$ cat config.mk
export PLATFORM = sky130hd
export DESIGN_NAME = irq_ctrl
export DESIGN_NICKNAME = d
export VERILOG_FILES = /design/src/rtl/irq_ctrl.sv
export SDC_FILE = /design/constraint.sdc
export NUM_CORES = 1
export LEC_CHECK = 0
export ABC_CLOCK_PERIOD_IN_PS = 1700
export CORE_AREA = 2 2 57 43
export DETAILED_ROUTE_END_ITERATION = 8
export DIE_AREA = 0 0 59 45
export DONT_BUFFER_PORTS = 1
export PLACE_DENSITY = 0.71
export SLEW_MARGIN = 20
export SYNTH_ARGS = -nofsm -noshare
export SYNTH_HDL_FRONTEND = slang
export SYNTH_SLANG_ARGS = --single-unit
export TNS_END_PERCENT = 5
$ cat constraint.sdc
create_clock -name clk -period 1.7 [get_ports clk]
set_input_delay 0.34 -clock clk [delete_from_list [all_inputs] [get_ports clk]]
set_output_delay 0.34 -clock clk [all_outputs]
set_load 0.01 [all_outputs]
$ cat src/rtl/irq_ctrl.sv
// irq_ctrl: interrupt receiver/aggregator.
//   Latches per-source requests (edge or level mode) as pending events.
//   Applies a mask and presents one prioritized request (lowest index wins)
//   to the CPU. A claim/complete handshake runs over a 4-entry register port.
//
// Ports:
//   clk      system clock
//   rstn     asynchronous reset, active-high (1 = reset asserted)
//   irq_src  per-source request lines, synchronous to clk
//   addr     register select: 0 PENDING, 1 MASK, 2 MODE, 3 CLAIM
//   we, re   one-cycle write / read strobes
//   wdata    write data
//   rdata    read data, combinational from addr while re=1, else 0
//   irq      registered aggregated interrupt request
module irq_ctrl #(
   parameter int unsigned N_SRC = 4,
   parameter int unsigned ID_W  = (N_SRC > 1) ? $clog2(N_SRC) : 1
) (
   input  logic             clk,
   input  logic             rstn,
   input  logic [N_SRC-1:0] irq_src,
   input  logic [1:0]       addr,
   input  logic             we,
   input  logic             re,
   input  logic [31:0]      wdata,
   output logic [31:0]      rdata,
   output logic             irq
);

   typedef enum logic [1:0] {
      REG_PENDING = 2'd0,
      REG_MASK    = 2'd1,
      REG_MODE    = 2'd2,
      REG_CLAIM   = 2'd3
   } reg_sel_e;

   logic [N_SRC-1:0] r_src_d;
   logic [N_SRC-1:0] r_pending;
   logic [N_SRC-1:0] r_mask;
   logic [N_SRC-1:0] r_mode;
   logic             r_in_service;
   logic [ID_W-1:0]  r_claim_id;
   logic             r_irq;

   reg_sel_e         w_sel;
   logic [N_SRC-1:0] w_set;
   logic [N_SRC-1:0] w_active;
   logic [N_SRC-1:0] w_clr;
   logic [N_SRC-1:0] w_pending_nxt;
   logic             w_any;
   logic [ID_W-1:0]  w_win_id;
   logic             w_claim;
   logic             w_complete;
   logic             w_unused_wdata;

   assign w_sel          = reg_sel_e'(addr);
   // Only the low wdata bits carry meaning; fold the rest into a sink.
   assign w_unused_wdata = ^wdata;

   // Edge-mode bits need a rising edge; level-mode bits set while high.
   assign w_set    = irq_src & ~(r_mode & r_src_d);
   assign w_active = r_pending & r_mask;
   assign w_any    = |w_active;

   // Scan from the top down so the lowest active index is the last to win.
   always_comb begin
      w_win_id = '0;
      for (int unsigned i = N_SRC; i > 0; i--) begin
         if (w_active[i-1]) w_win_id = ID_W'(i - 1);
      end
   end

   assign w_claim    = re && (w_sel == REG_CLAIM) && !r_in_service && w_any;
   assign w_complete = we && (w_sel == REG_CLAIM) && r_in_service &&
                       (wdata[ID_W-1:0] == r_claim_id);

   always_comb begin
      w_clr = '0;
      if (we && (w_sel == REG_PENDING)) w_clr = wdata[N_SRC-1:0];
      if (w_claim) w_clr = w_clr | (N_SRC'(1) << w_win_id);
   end

   // Set is OR-ed in after the clear so a new request always survives.
   assign w_pending_nxt = (r_pending & ~w_clr) | w_set;

   always_comb begin
      rdata = '0;
      if (re) begin
         case (w_sel)
            REG_PENDING: rdata = 32'(r_pending);
            REG_MASK:    rdata = 32'(r_mask);
            REG_MODE:    rdata = 32'(r_mode);
            REG_CLAIM:   rdata = w_claim ? {1'b1, 31'(w_win_id)} : '0;
            default:     rdata = '0;
         endcase
      end
   end

   always_ff @(posedge clk or posedge rstn) begin
      if (rstn) begin
         r_src_d      <= '0;
         r_pending    <= '0;
         r_mask       <= '0;
         r_mode       <= '0;
         r_in_service <= 1'b0;
         r_claim_id   <= '0;
         r_irq        <= 1'b0;
      end else begin
         r_src_d   <= irq_src;
         r_pending <= w_pending_nxt;
         if (we && (w_sel == REG_MASK)) r_mask <= wdata[N_SRC-1:0];
         if (we && (w_sel == REG_MODE)) r_mode <= wdata[N_SRC-1:0];
         // A claim is only possible with in_service=0 and a completion only
         // with in_service=1, so the two never collide.
         if (w_claim) begin
            r_in_service <= 1'b1;
            r_claim_id   <= w_win_id;
         end else if (w_complete) begin
            r_in_service <= 1'b0;
         end
         r_irq <= w_any & ~r_in_service;
      end
   end

   assign irq = r_irq;

endmodule

==> results.yml <==
global_route:
  met1_usage_pct: 26.5
  grt_pass1_vias: 789
  grt_antenna_before_repair: 0
  grt_overflow_total: 0
  grt.busiest_layer: "met2"
  met3_usage_pct: 6.59
  globalRouteTotalUtil_pct: 19.0
  grt_max_degree: 21
  grt_util_met2_pct: 28.9
  grt_pass1_wl_um: 3640
place:
  post-place-cells: 141
  gp_congestion: 0.960
  io_buffers: 0
  hpwlAfterDp_um: 1640
pwr:
  p_seq_share_pct: 49.1
  p_sw_uw: 391
  p_sw_share_pct: 29.1
  combPwrFrac_pct: 21.9
  leakagePower_uw: 0.000582
  p_int_uw: 952
  vdd_ir_drop_max_mv: 0.508
  p_clk_share_pct: 29.1
  p_per_area_nw_per_um2: 1090
  totalPowerFinal_uw: 1340
floorplan:
  core_area_um2: 2070
  fp.dieArea_um2: 2660
  start_util_pct: 57.1
  rows: 14
  top_level_ports: 75
  die_width_um: 59
  die_h_um: 45
clock_network:
  cts_root_buf: "clkbuf_4"
  clk_path_buf_depth: 2
  numCtsBuffers: 3
  h-tree-depth: 1
  insertion_delay_ps: 310
  clkSinkCount: 20
  clk_pin_slew_ps: 120
  cts_tree: "done"
routing:
  post_drt_wl_per_cell_um: 14.0
  routed_wl_um: 2120
  vias_per_cell: 5.35
  drt_iter0_markers: 52
  dr.pass1.iters: 6
  vias: 808
  ant_nets: 0
  remaining_drc_errors: 0
layout:
  synthToLayoutAreaGrowth_pct: 4.77
  layoutNonFillerInstCount: 151
  register_area_um2: 500
  multiInputGateArea_um2: 568
  fin_nets: 170
  final_cell_mix: "27 x conb_1, 20 x dfrtp_1, 16 x nand2_1, 8 x mux2_1, 6 x buf_4"
  fillers: 183
  layout_commonest_cell: "conb_1"
  diodes: 0
  drive_above_1_share_pct: 13.4
  final_core_util_pct: 59.9
logic_synthesis:
  synth_compound_area_share_pct: 13.0
  yosys.area_share.simple_pct: 14.5
  ys_seq_area_share_pct: 42.4
  ys_types: 32
  synth_top_family_by_area: "buffers and inverters"
  synth_seq_cells: 20
  synth_warnings: 0
  yosys.area_share.adder_pct: 0
  synth-xor-area-share_pct: 1.48
  synthMuxAreaShare_pct: 9.32
  avgSynthCellArea_um2: 10.1
  netlist_area_um2: 1180
  syn-instance-count: 117
timing:
  fin_ws_ps: -123
  fin_worst_skew_ps: 8.95
  hold_slack_ps: 41.9
  max_freq_mhz: 548
  setup_viol_count_final: 3
  fin_crit_sh_pct: 107
  hold_viol: 0
  fin_crit_ps: 1820
  maxSlewViolCount: 0
  rsz0062_at_grt: "true"
min_path:
  min_path_type: "primary input to flop"
  min-delay-start: "irq_src[0]"
flow_run:
  maxCapViolations: 0
worst_setup_path:
  cp-end-kind: "output pin"
  crit_required_ps: 1360
  critPathLaunch: "r_in_service$_DFFE_PP0P_"
  cp-start-kind: "flop"
  crit_type: "flop to output pin"
  cpPeakStageDelay_ps: 410
  r2r_start: "r_in_service$_DFFE_PP0P_"
  path_cells: "and4b_2, o21ai_2, a221o_1, nand2_2"
  crit_slowest_cell: "dfrtp_1"
  critical_path.top_delay_family: "simple AND/OR/NAND/NOR gates"
  cp.buffers_inverters: 0
  cp_max_fo: 3
  arrival_ps: 1480
run_status:
  status: "finished, violations left"
  violations: "setup timing"
## metal layers
metal	vias to the layer above	part of all wire, %	routed length [um]
met3	2	8.4	178
met4	0	0.38	8
met5	-	0	0
li1	375	-	-
met2	42	43	912
met1	389	48	1020
## state kept, by name, summed over array words and instances, names as in the netlist
signal and count:
irq 1, r_claim_id 2, r_in_service 1, r_mask 4
r_mode 4, r_pending 4, r_src_d 4
## kinds of logic (layout without fill, tap and decap cells)
kind of cell	count (synthesis)	count (layout)
buf+inv	32	16
xor+xnor	2	2
mux	10	10
other cells	1	27
compound gates	21	21
flops	20	20
simple gates	31	31
## synthesized netlist by cell type (all sizes together)
cell type,count,area share (%)
a21o,1,0.64
a21oi,2,0.85
a221o,1,0.85
a22o,4,3.0
a22oi,2,1.3
a31oi,1,0.53
a32o,2,1.7
a32oi,1,0.74
and2,2,1.1
and4b,1,0.85
buf,29,18
conb,1,0.32
dfrtp,20,42
inv,3,0.95
mux2,8,7.6
mux2i,2,1.7
nand2,17,5.4
nand2b,2,1.1
nand3,1,0.42
nand3b,1,0.64
nand4,2,1.1
nor2,1,0.32
nor2b,2,1.1
nor3b,2,2.6
o21ai,5,2.1
o311ai,1,0.74
o31ai,1,0.64
xnor2,1,0.74
xor2,1,0.74
## metrics by stage
step | setup TNS [ps] | area [um^2] | setup slack (ps)
final | -241 | 1240 | -123
after global routing | -513 | 1240 | -198
after CTS | -271 | 1210 | -129
after detailed placement | 0 | 1120 | 130
after global placement | 0 | 1120 | 144
after floorplan | 0 | 1280 | 198
## layout make-up
cell class                 count  area share [%]
clock inverter                 1            2.43
tap                           24            2.43
sequential                    20            40.4
multi-input combinational     91            45.9
timing repair buffer           9            6.07
inverter                       3           0.910
clock buffer                   3            1.82
## path summary, 6_finish.rpt
path | to | slack [ps] | cells past startpoint
max in group asynchronous | irq$_DFF_PP0_ | 1010 | 3
min in group asynchronous | r_mask[3]$_DFFE_PP0P_ | 470 | 3
worst max-delay path | rdata[0] | -120 | 4
worst min register to register | r_claim_id[0]$_DFFE_PP0N_ | 510 | 2
worst min-delay path | r_src_d[0]$_DFF_PP0_ | 40 | 0
worst max register to register | r_pending[3]$_DFF_PP0_ | 150 | 5
## power groups by stage
stage | clock network (uW) | registers, uW | logic [uW]
after floorplan | 0 | 647 | 267
after global placement | 0 | 666 | 245
after detailed placement | 0 | 671 | 252
after CTS | 395 | 657 | 288
after global routing | 425 | 676 | 326
final | 390 | 659 | 294
## timing repair
item	CTS	global route
buffers inserted	3	0
hold buffers	1	2
hold endpoints to repair	20	2
endpoints found under the setup margin	3	3
cloned	0	0
pin swaps	1	0
gates resized for setup	4	1
Power figures use the tool's default switching activity.
